==> src/rtl/ahb_pkg_hdl.sv <==
// Shared AHB-Lite types and constants for the HDL side of the AHB agent.
//   ahb_htrans_t      : transfer type encoding
//   ahb_hresp_t       : response encoding (OKAY/ERROR only, AHB-Lite)
//   ahb_resp_state_t  : responder data-phase FSM states
package ahb_pkg_hdl;

  localparam int AHB_MAX_WAIT_STATES = 3;
  localparam int AHB_MEM_DATA_W      = 16;

  typedef enum logic [1:0] {
    HTRANS_IDLE   = 2'b00,
    HTRANS_BUSY   = 2'b01,
    HTRANS_NONSEQ = 2'b10,
    HTRANS_SEQ    = 2'b11
  } ahb_htrans_t;

  typedef enum logic [1:0] {
    HRESP_OKAY  = 2'b00,
    HRESP_ERROR = 2'b01
  } ahb_hresp_t;

  typedef enum logic [2:0] {
    ST_IDLE,
    ST_WAIT,
    ST_DATA,
    ST_ERR1,
    ST_ERR2
  } ahb_resp_state_t;

endpackage

==> src/rtl/ahb_mem_responder_ram.sv <==
// Register-array memory for the AHB responder.
//   clk/rst : clock, asynchronous active-high clear of every word
//   we/waddr/wdata : synchronous write port
//   raddr/rdata    : asynchronous (combinational) read port
module ahb_mem_responder_ram
  import ahb_pkg_hdl::*;
#(
  parameter int DEPTH_LOG2 = 6,
  parameter int DATA_W     = AHB_MEM_DATA_W
) (
  input  logic                  clk,
  input  logic                  rst,
  input  logic                  we,
  input  logic [DEPTH_LOG2-1:0] waddr,
  input  logic [DATA_W-1:0]     wdata,
  input  logic [DEPTH_LOG2-1:0] raddr,
  output logic [DATA_W-1:0]     rdata
);

  localparam int DEPTH = 1 << DEPTH_LOG2;

  logic [DEPTH-1:0][DATA_W-1:0] mem;

  always_ff @(posedge clk or posedge rst) begin
    if (rst)     mem        <= '0;
    else if (we) mem[waddr] <= wdata;
  end

  assign rdata = mem[raddr];

endmodule

==> src/rtl/ahb_mem_responder.sv <==
// AHB-Lite memory responder: 16-bit word memory window at ADDR_BASE with
// WAIT_STATES data-phase wait cycles per OKAY transfer and a two-cycle ERROR.
//   hclk, hreset          : clock, asynchronous active-high reset
//   hsel/haddr/htrans/hwrite/hsize/hburst/hwdata : address phase (hwdata is
//                           sampled together with the address)
//   hready/hresp/hrdata   : data-phase response, decoded from registered state
module ahb_mem_responder
  import ahb_pkg_hdl::*;
#(
  parameter logic [31:0] ADDR_BASE   = 32'h0000_0000,
  parameter int          DEPTH_LOG2  = 6,
  parameter int          WAIT_STATES = 1
) (
  input  logic        hclk,
  input  logic        hreset,
  input  logic        hsel,
  input  logic [31:0] haddr,
  input  logic [1:0]  htrans,
  input  logic        hwrite,
  input  logic [2:0]  hsize,
  input  logic [2:0]  hburst,
  input  logic [15:0] hwdata,
  output logic        hready,
  output logic [1:0]  hresp,
  output logic [15:0] hrdata
);

  localparam int         ABIT    = DEPTH_LOG2 + 1;
  // Counter preload; only meaningful when WAIT_STATES > 0.
  localparam logic [1:0] WS_LOAD = 2'(WAIT_STATES - 1);

  typedef struct packed {
    logic [DEPTH_LOG2-1:0] idx;
    logic                  wr;
    logic [15:0]           wdata;
  } aph_t;

  ahb_resp_state_t state_q, state_d;
  logic [1:0]      cnt_q, cnt_d;
  aph_t            aph_q;

  logic [31:0] offs;
  logic        accept, addr_err;
  logic        mem_we;
  logic [15:0] mem_rd;

  assign offs     = haddr - ADDR_BASE;
  assign accept   = hsel & htrans[1] & hready;
  assign addr_err = (haddr[31:ABIT] != ADDR_BASE[31:ABIT]) || (hsize > 3'b001);

  // Address-phase latches. The error flag is carried by the ERR1 state
  // itself rather than a separate register.
  always_ff @(posedge hclk or posedge hreset) begin
    if (hreset) begin
      aph_q <= '0;
    end else if (accept) begin
      aph_q.idx   <= offs[DEPTH_LOG2:1];
      aph_q.wr    <= hwrite;
      aph_q.wdata <= hwdata;
    end
  end

  always_ff @(posedge hclk or posedge hreset) begin
    if (hreset) begin
      state_q <= ST_IDLE;
      cnt_q   <= '0;
    end else begin
      state_q <= state_d;
      cnt_q   <= cnt_d;
    end
  end

  always_comb begin
    state_d = state_q;
    cnt_d   = cnt_q;
    case (state_q)
      ST_WAIT: begin
        if (cnt_q == 2'd0) state_d = ST_DATA;
        else               cnt_d   = cnt_q - 2'd1;
      end
      ST_ERR1: state_d = ST_ERR2;
      default: begin
        // IDLE, DATA and ERR2 all drive hready=1, so each may take the next
        // address phase (pipelined back-to-back transfers).
        state_d = ST_IDLE;
        if (accept) begin
          if (addr_err) begin
            state_d = ST_ERR1;
          end else if (WAIT_STATES > 0) begin
            state_d = ST_WAIT;
            cnt_d   = WS_LOAD;
          end else begin
            state_d = ST_DATA;
          end
        end
      end
    endcase
  end

  assign hready = (state_q != ST_WAIT) && (state_q != ST_ERR1);
  assign hresp  = ((state_q == ST_ERR1) || (state_q == ST_ERR2)) ? HRESP_ERROR : HRESP_OKAY;
  assign hrdata = ((state_q == ST_DATA) && !aph_q.wr) ? mem_rd : 16'h0000;

  // Write commits on the edge that leaves DATA; a read accepted at that same
  // edge sees the new word in its own DATA cycle.
  assign mem_we = (state_q == ST_DATA) && aph_q.wr;

  ahb_mem_responder_ram #(
    .DEPTH_LOG2 (DEPTH_LOG2),
    .DATA_W     (16)
  ) u_ram (
    .clk   (hclk),
    .rst   (hreset),
    .we    (mem_we),
    .waddr (aph_q.idx),
    .wdata (aph_q.wdata),
    .raddr (aph_q.idx),
    .rdata (mem_rd)
  );

  logic unused_bits;
  assign unused_bits = ^{hburst, htrans[0], offs[31:ABIT], offs[0]};

endmodule
==> config.mk <==
export PLATFORM = sky130hd
export DESIGN_NAME = ahb_mem_responder
export DESIGN_NICKNAME = d
export VERILOG_FILES = /design/src/rtl/ahb_pkg_hdl.sv /design/src/rtl/ahb_mem_responder_ram.sv /design/src/rtl/ahb_mem_responder.sv
export SDC_FILE = /design/constraint.sdc
export NUM_CORES = 2
export LEC_CHECK = 0
export BUFFER_PORTS_ARGS = -buffer_cell sky130_fd_sc_hd__buf_2
export CAP_MARGIN = 25
export CORE_MARGIN = 3
export CORE_UTILIZATION = 50
export CTS_CLUSTER_DIAMETER = 200
export DETAILED_ROUTE_END_ITERATION = 16
export HOLD_SLACK_MARGIN = 0.1
export PLACE_DENSITY = 0.68
export SLEW_MARGIN = 20
export SYNTH_ARGS = -nofsm -noshare
export SYNTH_HDL_FRONTEND = slang
export SYNTH_SLANG_ARGS = --single-unit
==> constraint.sdc <==
create_clock -name hclk -period 39.1 [get_ports hclk]
set_input_delay 1.955 -clock hclk [delete_from_list [all_inputs] [get_ports hclk]]
set_output_delay 1.955 -clock hclk [all_outputs]
set_load 0.01 [all_outputs]
==> reports/results.tsv <==
metric	value	unit
run status	finished clean	
largest net degree at the start of global routing	178	
Core Rows	112	
Total Power	3.43	mW
Via density	6.51	
max-capacitance violation count	0	
CTS Hold Bufs	0	
Arr. time, crit path	5.92	ns
Setup Buffers After CTS	0	
vias in the first global route	31200	
Final HPWL DP	79700	um
post_cts resized	0	
Pre-antenna DRT Iters	5	
post-synthesis sequential element count	1052	
Die Height	315	um
Avg Inst Size Synth	13.6	sq um
Detailed Route WL	139000	um
CP Max Fanout	92	
CTS Sinks	1052	
Post-DRT Antenna Nets	0	
GP Congestion	0.837	
Main synth FF type	dfrtp_1	
Worst-Skew Late Latency	0.69	ns
routed len/inst	29.2	um
Max Transition Viols Final	0	
setup_tns	0	ns
Die Area	0.0993	sq mm
ANT cells	0	
total gr overflow	0	
worst reg-to-reg path cell count	7	
Max-slew headroom	27.6	%
post-route minimum period	7.88	ns
syn nets	3571	
Worst Path Required	37.14	ns
Ys Warns	0	
reg2reg setup slack	34.24	ns
Pleak	25.5	nW
CP endpoint kind	primary output	
CTS root buf	clkbuf_16	
number of antenna violations at the first check in global routing	8	
Post-synth ARST share	100	%
Core Area	0.0940	sq mm
CTS tree	done	
RSZ-0062 raised after global routing	false	
Reg-to-Reg End	u_ram.mem[243]$_DFFE_PP0P_	
endpoints failing hold	0	
CTS Buffer Depth	3	
die width	315	um
Worst-path clk slew	0.06	ns
first-pass GRT wire length	208000	um
pwr/cell area	65.3	mW/mm^2
Unique masters post-synth	65	
Max Fclk	127	MHz
Final Worst Setup Slack	31.22	ns
crit path launch type	register	
worst IR drop on VDD	0.0000459	V
# DRC	0	
reg2reg start	aph_q[19]$_DFFE_PP0P_	
H-tree levels	3	
Post-Syn Area	0.0478	sq mm
crit path to	hrdata[0]	
period utilisation layout	20.1	%
setup violators final	0	
number of flops mapped to enable cells by yosys	0	
Layout Nets	3487	
I/O pins	79	
Clock Skews	0.0256	ns
Synth-to-Final Area Change	9.92	%
crit path launch	aph_q[19]$_DFFE_PP0P_	
DP Worst Slack	32.06	ns
DR vias	31000	
Setup CP Type	reg2out	
TritonCTS buffer count	108	
Slew @ Worst Pin	1.09	ns
drt initial violations	3103	
post-synthesis sequential area ratio	55.1	%
Hold/Removal Path Class	reg2reg	
starting density of the core	50.8	%
All-Layer GR Usage	28.0	%
layout cells sized above 1	44.0	%
synthesized instance count	3510	
I/O Buffers	71	
==> power by group <==
| part | internal (mW) | switching, mW | leakage (nW) | total (mW) |
|---|---|---|---|---|
| logic | 0.324 | 0.743 | 9.21 | 1.07 |
| registers | 1.23 | 0.103 | 14.6 | 1.34 |
| clock network | 0.596 | 0.432 | 1.75 | 1.03 |
| total | 2.15 | 1.28 | 25.5 | 3.43 |
==> cells in the mapped netlist, types with 7 or more instances <==
| cell type | instances | area share (%) |
|---|---|---|
| mux4_2 | 60 | 2.8 |
| buf_6 | 7 | 0.16 |
| a22oi_1 | 25 | 0.39 |
| a22o_1 | 16 | 0.29 |
| a21oi_1 | 38 | 0.40 |
| nand2_2 | 43 | 0.56 |
| nor2_2 | 19 | 0.25 |
| buf_4 | 32 | 0.50 |
| mux2i_1 | 54 | 1.1 |
| o22ai_1 | 17 | 0.22 |
| dfrtp_1 | 1052 | 55 |
| buf_1 | 19 | 0.15 |
| and2_1 | 10 | 0.13 |
| nor2_1 | 133 | 1.0 |
| o21ai_0 | 74 | 0.78 |
| a31oi_1 | 13 | 0.17 |
| buf_2 | 96 | 1.0 |
| nor2b_1 | 12 | 0.16 |
| mux2_2 | 1062 | 25 |
| a221oi_1 | 287 | 5.3 |
| clkbuf_1 | 193 | 1.5 |
| nand2_1 | 130 | 1.0 |
| nor3_1 | 13 | 0.14 |
==> cell families after synthesis <==
logic type	Yosys count	share of synthesized area [%]
mux	1177	29.0
flops	1052	55.1
compound gates	520	8.40
simple gates	407	4.08
buf+inv	352	3.38
fa+ha+maj	1	0.0262
other cells	1	0.00785
==> registers in the layout, summed over array words and instances, names as in the netlist <==
signal / count
state_q: 3
u_ram.mem: 1024
aph_q: 23
cnt_q: 2
==> metal layers <==
metal / vias to the layer above / track usage [%] / share of wire, %
li1: 12900 / - / -
met3: 262 / 5.73 / 8.0
met1: 16600 / 40.0 / 43
met5: - / 0 / 0
met2: 1262 / 42.5 / 45
met4: 0 / 10.1 / 3.6
==> placed cells by master, fill, tap and decap left out, types with 25 or more instances in the layout <==
cell       Yosys  layout
a21oi_1       38      38
a221oi_1     287     287
a22oi_1       25      25
buf_2         96      71
buf_4         32      63
clkbuf_1     193      30
clkbuf_16      0     110
clkbuf_8       0      28
dfrtp_1     1052    1033
mux2_2      1062    1062
mux2i_1       54      54
mux4_2        60      60
nand2_1      130     130
nand2_2       43      43
nor2_1       133     132
o21ai_0       74      74
==> area by class of cell <==
cell class | count | area, sq um
Clock buffer | 168 | 3250
Timing Repair Buffer | 153 | 1120
Sequential cell | 1052 | 26400
Clock inverter | 30 | 294
Tap cell | 1254 | 1570
Inverter | 5 | 30.0
Multi-Input combinational cell | 2106 | 19900
Fill cell | 7674 | 41500
==> worst max-delay path: stages, from the launching register on <==
cell	delay, ns
dfrtp_4	0.76
buf_4	0.54
buf_12	0.53
nor2b_4	0.25
buf_4	0.60
buf_4	0.72
a221oi_1	0.21
nor2_1	0.15
o21ai_0	0.26
and4_1	0.44
a31oi_1	0.39
buf_2	0.21
==> metrics by stage <==
step           instance area, sq um  util, %  instances  hold WS [ns]
3_3_place_gp                  48800     51.9       4556         0.470
2_1_floorplan                 47800        -       3510         0.459
5_1_grt                       52500     55.9       4768         0.507
3_5_place_dp                  48900     52.0       4566         0.481
6_report                      52500     55.9       4768         0.498
4_1_cts                       52500     55.8       4764         0.499
==> how the worst min path moves through the flow <==
stage / to / start / depth (start not counted) / slack, ns
floorplan: cnt_q[0]$_DFFE_PP0P_ / cnt_q[0]$_DFFE_PP0P_ / 1 / 0.46
global placement: u_ram.mem[860]$_DFFE_PP0P_ / u_ram.mem[860]$_DFFE_PP0P_ / 1 / 0.47
detailed placement: u_ram.mem[860]$_DFFE_PP0P_ / u_ram.mem[860]$_DFFE_PP0P_ / 1 / 0.48
CTS: u_ram.mem[322]$_DFFE_PP0P_ / u_ram.mem[322]$_DFFE_PP0P_ / 1 / 0.50
global route: u_ram.mem[454]$_DFFE_PP0P_ / u_ram.mem[454]$_DFFE_PP0P_ / 1 / 0.51
finish: u_ram.mem[583]$_DFFE_PP0P_ / u_ram.mem[583]$_DFFE_PP0P_ / 1 / 0.50
No activity file was read; power rests on OpenSTA's default activity.
